`src/rtl/pulse_channel_scheduler.sv`:
```
// pulse_channel_scheduler
//   Time-multiplexed pulse-width measurement for several RC/servo inputs.
//   One prescaler and one tick counter are shared by all channels. The FSM
//   visits channels round-robin, waits for a full rising edge, counts ticks
//   while the selected input stays high, and stores the result (or a
//   zero/invalid entry on timeout) in a per-channel register bank.
//
// Ports
//   clk        rising-edge clock
//   reset      asynchronous active-high reset, clears all state
//   pulse_in   raw asynchronous pulse inputs, one per channel
//   enable     scanning enable, sampled in IDLE and at the end of STORE
//   rd_chan    register-bank read select
//   rd_value   stored tick count for rd_chan (combinational)
//   rd_valid   stored value for rd_chan came from a good measurement
//   cur_chan   channel currently being serviced
//   busy       FSM is not in IDLE
//   out_stb    one-cycle strobe, high in the cycle after a bank write
//   out_chan   index of the entry written, valid while out_stb is high
//   state_dbg  current FSM state encoding (IDLE=0 .. STORE=4)
//
// Handshake: out_stb/out_chan form a valid-only event stream with no ready.
// A consumer that needs the value must sample it while out_stb is high; the
// bank already holds the new entry in that same cycle.

module pulse_channel_scheduler #(
   parameter int CHANNELS = 4,
   parameter int PREDIV   = 50,
   parameter int MAXV     = 4096,
   localparam int W       = $clog2(MAXV),
   localparam int CW      = $clog2(CHANNELS)
) (
   input  logic                clk,
   input  logic                reset,
   input  logic [CHANNELS-1:0] pulse_in,
   input  logic                enable,
   input  logic [CW-1:0]       rd_chan,
   output logic [W-1:0]        rd_value,
   output logic                rd_valid,
   output logic [CW-1:0]       cur_chan,
   output logic                busy,
   output logic                out_stb,
   output logic [CW-1:0]       out_chan,
   output logic [2:0]          state_dbg
);

   localparam int PW = $clog2(PREDIV);

   typedef enum logic [2:0] {
      ST_IDLE      = 3'd0,
      ST_WAIT_LOW  = 3'd1,
      ST_WAIT_HIGH = 3'd2,
      ST_MEASURE   = 3'd3,
      ST_STORE     = 3'd4
   } state_t;

   state_t              state_q, state_d;
   logic [CHANNELS-1:0] sync1_q, sync2_q;
   logic [PW-1:0]       pre_q, pre_d;
   logic [W-1:0]        cnt_q, cnt_d;
   logic [CW-1:0]       cur_q;
   logic                stb_q;
   logic [CW-1:0]       out_chan_q;
   logic [W-1:0]        bank_q [CHANNELS];
   logic [CHANNELS-1:0] valid_q;

   logic                s;
   logic                tick;
   logic                timeout;
   logic                wr_en;
   logic                wr_ok;
   logic [W-1:0]        wr_val;

   assign s       = sync2_q[cur_q];
   assign tick    = (pre_q == PW'(PREDIV - 1));
   assign timeout = tick && (cnt_q == W'(MAXV - 1));

   // Next-state logic. The bank is written on the edge that enters STORE,
   // so out_stb (registered) and the new bank contents appear together.
   always_comb begin
      state_d = state_q;
      wr_en   = 1'b0;
      wr_ok   = 1'b0;
      wr_val  = '0;
      case (state_q)
         ST_IDLE: begin
            if (enable) state_d = ST_WAIT_LOW;
         end
         ST_WAIT_LOW: begin
            if (timeout) begin
               state_d = ST_STORE;
               wr_en   = 1'b1;
            end else if (!s) begin
               state_d = ST_WAIT_HIGH;
            end
         end
         ST_WAIT_HIGH: begin
            if (timeout) begin
               state_d = ST_STORE;
               wr_en   = 1'b1;
            end else if (s) begin
               state_d = ST_MEASURE;
            end
         end
         ST_MEASURE: begin
            if (timeout) begin
               state_d = ST_STORE;
               wr_en   = 1'b1;
            end else if (!s) begin
               // The rising edge was seen one cycle before MEASURE began, so
               // a tick in the falling-edge cycle still belongs to the pulse.
               state_d = ST_STORE;
               wr_en   = 1'b1;
               wr_ok   = 1'b1;
               wr_val  = cnt_q + W'(tick);
            end
         end
         ST_STORE: begin
            state_d = enable ? ST_WAIT_LOW : ST_IDLE;
         end
         default: state_d = ST_IDLE;
      endcase
   end

   // Shared timer restarts on every state change.
   always_comb begin
      pre_d = pre_q + PW'(1);
      cnt_d = cnt_q;
      if (state_d != state_q) begin
         pre_d = '0;
         cnt_d = '0;
      end else if (tick) begin
         pre_d = '0;
         cnt_d = cnt_q + W'(1);
      end
   end

   always_ff @(posedge clk or posedge reset) begin
      if (reset) begin
         state_q    <= ST_IDLE;
         sync1_q    <= '0;
         sync2_q    <= '0;
         pre_q      <= '0;
         cnt_q      <= '0;
         cur_q      <= '0;
         stb_q      <= 1'b0;
         out_chan_q <= '0;
         valid_q    <= '0;
         for (int i = 0; i < CHANNELS; i++) bank_q[i] <= '0;
      end else begin
         state_q <= state_d;
         sync1_q <= pulse_in;
         sync2_q <= sync1_q;
         pre_q   <= pre_d;
         cnt_q   <= cnt_d;
         stb_q   <= wr_en;
         if (wr_en) begin
            bank_q[cur_q]  <= wr_val;
            valid_q[cur_q] <= wr_ok;
            out_chan_q     <= cur_q;
         end
         if (state_q == ST_STORE) begin
            cur_q <= (cur_q == CW'(CHANNELS - 1)) ? '0 : cur_q + CW'(1);
         end
      end
   end

   assign rd_value  = (int'(rd_chan) < CHANNELS) ? bank_q[rd_chan] : '0;
   assign rd_valid  = (int'(rd_chan) < CHANNELS) ? valid_q[rd_chan] : 1'b0;
   assign cur_chan  = cur_q;
   assign busy      = (state_q != ST_IDLE);
   assign out_stb   = stb_q;
   assign out_chan  = out_chan_q;
   assign state_dbg = state_q;

endmodule
```
`config.mk`:
```
export PLATFORM = sky130hd
export DESIGN_NAME = pulse_channel_scheduler
export DESIGN_NICKNAME = d
export VERILOG_FILES = /design/src/rtl/pulse_channel_scheduler.sv
export SDC_FILE = /design/constraint.sdc
export NUM_CORES = 1
export LEC_CHECK = 0
export ABC_AREA = 0
export BUFFER_PORTS_ARGS = -buffer_cell sky130_fd_sc_hd__buf_2
export CORE_MARGIN = 8
export CORE_UTILIZATION = 40
export CTS_CLUSTER_SIZE = 8
export DETAILED_ROUTE_END_ITERATION = 10
export PLACE_DENSITY = 0.6
export SLEW_MARGIN = 20
export SYNTH_ARGS = -nofsm -noshare
export SYNTH_HDL_FRONTEND = slang
export SYNTH_SLANG_ARGS = --single-unit
```
`constraint.sdc`:
```
create_clock -name clk -period 2.8 [get_ports clk]
set_input_delay 0 -clock clk [delete_from_list [all_inputs] [get_ports clk]]
set_output_delay 0 -clock clk [all_outputs]
set_load 0.05 [all_outputs]
```
==> run metrics, run 1 <==
status finished clean; DP Area ~4400 um2; metal2 WL 4.45 mm; # IOs 31; fin. max-slew vios 0; root buf cell clkbuf_8; wire length per cell 17.9 um; Slew @ Worst Pin approximately 1100 ps; Synth Area in Simple Gates between 10% and 20%; antenna violations before repair 0; Total GRT Usage 14.6%; met3 routed wirelength 416 um; max cap viols 0; clock latency on the worst-skew pair around 350 ps; Post-synth ARST share 100%; synthesized cell area about 4000 um2; total CTS buffers 9; post-place setup slack between 200 and 250 ps; Routed met1 length roughly 4.2 mm; Clock Sinks 86; Mapped Cells around 330; synth top area cells dfrtp_1 53%, a22o_1 8.5%, mux4_2 7.8%; routed wire length 9.18 mm; H-Tree Depth 3; synth warn 0; Hold WS ~280 ps; die height around 120 um; setup bufs post-CTS 0; starting density of the core between 40% and 50%; largest net degree at the start of global routing between 40 and 50; post-synthesis mux area share under 10%; first-pass GRT wire length between 15 and 20 mm; Die ar. around 14,000 um2; Worst VDD drop 0.426 mV; Worst Path Arrival between 2000 and 3000 ps; Via density 5.41; # DRC 0; Die Span X between 100 and 150 um; HP Class in2async; critical-path cell list inv_1 > ha_1 > nand4b_1 > nor2_1 > ha_1 > nand3_1 > or2_2 > and2_0 > a221oi_1 > o2bb2ai_1; Distinct cells, synth between 40 and 50; Area Overhead vs Synth 14.0%; endpoints failing hold 0; CP max FO 7; setup TNS 0 ps; ratio of cells with drive above 1 in the final layout 22.4%; Worst R2R Start pre_q[1]; Synth top area share 53.4%; Max Used Layer met4; # nets final a little under 400; reg2reg path depth 10; syn_area_per_cell approximately 12 um2; Synth top cells by count 86 x dfrtp_1, 39 x a22o_1, 32 x nor2_1; period utilisation layout about 93%; critical path's top delay family simple AND/OR/NAND/NOR gates; Max Fclk between 300 and 400 MHz; core box area 9770 um2; most frequent cell after synthesis dfrtp_1; RSZ-0062 raised after global routing false; Cell Pwr Density 666 nW/um2; Tmin final roughly 2600 ps; via count between 2,000 and 3,000; First-pass DRT Iterations 4; r2r endpoint bank_q[45]; Antenna Diode Count 0; FP Rows 36; Crit. End Element register; Compound-Gate Fraction of Synth Area between 10% and 20%; most frequent CP cell ha_1; XOR/XNOR share of the synthesized area 5.00%; post-route ant nets 0; Setup WS post-layout just under 200 ps; FF-to-FF setup slack slightly below 200 ps; I/O Buffers 30; crit start category register; skew final between 8 and 9 ps; initial drt markers 240; vias in the first global route 2,901; RD Place Congestion 0.785; Clock transition at path regs about 100 ps; CP max stage cell a221oi_1; main combinational cell family by area after synthesis compound AO/OA/AOI/OAI gates; post-synthesis register bit count 86; CTS tree done; grt total ovfl 0; sequential cell area fraction in the yosys report about 53%; worst slew margin relative to its limit roughly 29%; fin area ~4600 um2; Req. time, crit path about 3000 ps; Synth Net Count roughly 350; Post-DP HPWL 6.37 mm; CP max stage delay around 430 ps; CP Class reg2reg; final setup fails 0; ys flop type dfrtp_1; Bufs and invs on worst path 1; Synth Area in Adders under 10%; Post-synth EDFFs 0; maximum clock insertion buffer count 2; Leak around 0.0022 uW; cell taking the most area after synthesis dfrtp_1
-- worst max path at each step --
stage	from	endpoint	slack, ps	cells after the start
after CTS	pre_q[1]	bank_q[45]	200	10
after floorplan	pre_q[1]	bank_q[45]	140	12
after global placement	pre_q[1]	bank_q[45]	320	10
after global routing	pre_q[1]	bank_q[45]	8	10
final	pre_q[1]	bank_q[45]	190	10
after detailed placement	pre_q[1]	bank_q[45]	220	10
-- state kept, by name (all words and copies together), names as in the netlist --
register,count
cur_chan,2
valid_q,4
pre_q,6
sync1_q,4
sync2_q,4
out_stb,1
state_dbg,3
out_chan,2
bank_q,48
cnt_q,12
-- through the flow --
step,power [uW],std cells,utilization (%)
5_1_grt,3240,512,47.0
4_1_cts,3100,512,47.0
6_report,3060,512,47.0
3_5_place_dp,2260,490,44.5
3_3_place_gp,2260,490,44.5
2_1_floorplan,2040,333,-
-- tightest hold or removal path, delay by kind of cell --
kind | cells | cell delay [ps]
buf+inv | 3 | 1140
-- kinds of logic after synthesis --
logic type / after synthesis
and+or+nand+nor: 95
DFF: 86
AOI/OAI and AO/OA: 73
buffers and inverters: 30
xor gates and xnor gates: 23
muxes: 17
adders and majority gates: 9
-- placed cells by master (no fill, tap or decap), drive strengths merged, types with 11 or more instances in the layout --
cell   count
dfrtp     86
nor2      32
mux4      14
buf       45
nand3     11
inv       12
nand2     14
xor2      16
a22o      39
-- power by group --
group          switching [uW]  leakage, uW  internal [uW]
sequential               98.4      0.00117           1330
clock                     489    0.0000923            335
combinational             567     0.000904            239
-- repair_timing --
item | in CTS | in global routing
hold endpoints to repair | 45 | 0
hold buffers | 6 | 0
gates resized for setup | 0 | 0
-- layer usage --
metal / global-route usage, % / up-vias
met3: 3.21 / 8
li1: - / 1306
met4: 4.58 / 0
met5: 0 / -
met1: 19.3 / 1390
met2: 23.4 / 68
-- cell type report --
class                   instances  area (um2)
clock buffers                   9         124
fillers                       917        5180
well taps                     133         166
inverters                       9        35.0
repair buffers                 51         323
clock inverters                 7        55.1
multi-input cells             217        1740
flip-flops and latches         86        2150
No activity file was read; power rests on OpenSTA's default activity.
==> run 2, diff against run 1 <==
CORE_UTILIZATION = 35   (was 40)
PLACE_DENSITY = 0.54   (was 0.6)
==> run 2 against run 1 <==
Effect of this change: sequential share of layout area down 1.5 points; cell count rose by 0.98%; global-route usage is 1.8 points lower; fmax rose by 2.0%; sequential cell count is the same; via count shrank 1.2%; combinational power is 2.5% higher; sequential power is essentially flat; first-iteration DRC count fell by 13%; largest power group unchanged.
==> run metrics, run 2 (synthesized netlist as in run 1, its figures left out) <==
starting density of the core 35.6% (-5.6 points); critical-path cell list inv_1 > ha_1 > nand4b_1 > nor2_1 > ha_1 > nand3_1 > or2_2 > and2_0 > a221oi_1 > o2bb2ai_1; CP max stage delay 450 ps (+20 ps); CP max FO 7 (unchanged); # DRC 0 (unchanged); most frequent cells in the layout 86 x dfrtp_1, 39 x a22o_1, 32 x nor2_1; leading cell type in the layout, fill and taps excluded dfrtp_1; setup TNS 0 ps (unchanged); worst slew margin relative to its limit 26.7% (-2.7 points); Worst VDD drop 0.350 mV (-18%); RSZ-0062 raised after global routing false; Via density 5.30 (-2.1%); # nets final 388 (-1.0%); die height 123 um (+6.0%); post-route ant nets 0 (unchanged); most frequent CP cell ha_1; final setup fails 0 (unchanged); I/O Buffers 30 (unchanged); combinational share of power 22.8% (-3.6 points); Setup WS post-layout 245 ps (+52.0 ps); Total GRT Usage 12.8% (-1.8 points); grt total ovfl 0 (unchanged); Sw Ratio 32.0% (-5.8 points); DP Area 4340 um2 (-0.40%); Clock Sinks 86 (unchanged); wire length per cell 17.7 um (-1.3%); via count 2,739 (-1.2%); root buf cell clkbuf_16; antenna violations before repair 0 (unchanged); Sequential Power Share 39.0% (-7.7 points); Leak 0.00221 uW (+2.3%); First-pass DRT Iterations 4 (unchanged); post-place setup slack 242 ps (+18.6 ps); core box area 11,300 um2 (+16%); endpoints failing hold 0 (unchanged); RD Place Congestion 0.743 (-5.4%); routed wire length 9.15 mm (-0.29%); Tmin final 2550 ps (-52.0 ps); clock latency on the worst-skew pair 340 ps (about the same); FP Rows 39 (+8.3%); largest net degree at the start of global routing 37 (-14%); CP Class reg2reg; period utilisation layout 91.2% (-1.9 points); Max Fclk 391 MHz (+2.0%); first-pass GRT wire length 15.2 mm (-1.2%); Net Sw Power 1160 uW (+0.59%); maximum clock insertion buffer count 2 (unchanged); vias in the first global route 2,849 (-1.8%); # IOs 31 (unchanged); Area Overhead vs Synth 17.7%; Die ar. 15,200 um2 (+12%); CTS tree done; Int Pwr 2470 uW (+30%); fin area 4740 um2 (+3.2%); clock power share 38.2% (+11 points); Resized cells post-CTS 0 (unchanged); initial drt markers 209 (-13%); overall power 3630 uW (+19%); Biggest register bank_q; ratio of cells with drive above 1 in the final layout 21.4% (-1.0 points); Post-DP HPWL 6.41 mm (+0.72%); Slew @ Worst Pin 1090 ps (+39.8 ps); status finished clean; total CTS buffers 9 (unchanged); Req. time, crit path 3000 ps (-30 ps); H-Tree Depth 3 (unchanged); Layout Utilization 41.9% (-5.1 points); fin. max-slew vios 0 (unchanged); Bufs and invs on worst path 1 (unchanged); skew final 9.95 ps (+0.983 ps); Die Span X 123 um (+6.0%); Crit. End Element register; CP max stage cell a221oi_1; top flop regs bank_q (48), cnt_q (12), pre_q (6); max cap viols 0 (unchanged); Cell Pwr Density 766 nW/um2 (+15%); max reg flops 48 (unchanged); Worst Path Arrival 2750 ps (-80 ps); crit start category register; critical path's top delay family simple AND/OR/NAND/NOR gates; Clock transition at path regs 70 ps (-30 ps); HP Class in2async; Antenna Diode Count 0 (unchanged)
## run 2: worst register-to-register path: stages (launching register included)
cell and delay (ps):
dfrtp_1 390, inv_1 60, ha_1 130, nand4b_1 150
nor2_1 200, ha_1 200, nand3_1 130, or2_2 390
and2_0 170, a221oi_1 450, o2bb2ai_1 140
## run 2: final cells by class
cell class                 count  area, um2
inverter                       9       35.0
fill                        1072       6580
tap                          143        179
sequential                    86       2150
clock buffer                  10        239
multi-input combinational    217       1740
timing repair buffer          47        293
clock inverter                 5        106
## run 2: routing by layer
layer  part of all wire [%]  wire length, um  vias up  GRT usage (%)
li1                       -                -     1300              -
met1                     48             4390     1381           16.6
met2                     47             4310       46           21.0
met3                    3.8              347       12           3.01
met4                    1.2              108        0           4.06
met5                      0                0        -              0
## run 2: power by group through the flow
stage / Combinational [uW] / Sequential, uW / Clock, uW
floorplan: 452 / 1590 / 0
global placement: 831 / 1440 / 0
detailed placement: 831 / 1440 / 0
CTS: 844 / 1420 / 1410
global route: 900 / 1430 / 1470
finish: 826 / 1420 / 1390
## run 2: per-stage QoR
| step | hold WS [ps] | cells |
|---|---|---|
| floorplan | 31.4 | 333 |
| global placement | 93.8 | 496 |
| detailed placement | 98.9 | 496 |
| CTS | 285 | 517 |
| global route | 294 | 517 |
| finish | 270 | 517 |
## run 2: final timing paths
path	from	end	slack (ps)	cells past startpoint
worst max register to register	pre_q[1]	bank_q[45]	250	10
worst min register to register	sync1_q[2]	sync2_q[2]	350	0
min in group clk	pulse_in[0]	sync1_q[0]	300	2
max in group asynchronous	reset	sync2_q[3]	1720	4
worst min-delay path	reset	bank_q[46]	270	3
worst max-delay path	pre_q[1]	bank_q[45]	250	10
## run 2: what timing repair did
action	in CTS	in global routing
hold buffers	6	0
setup buffers	0	0
hold endpoints to repair	39	0
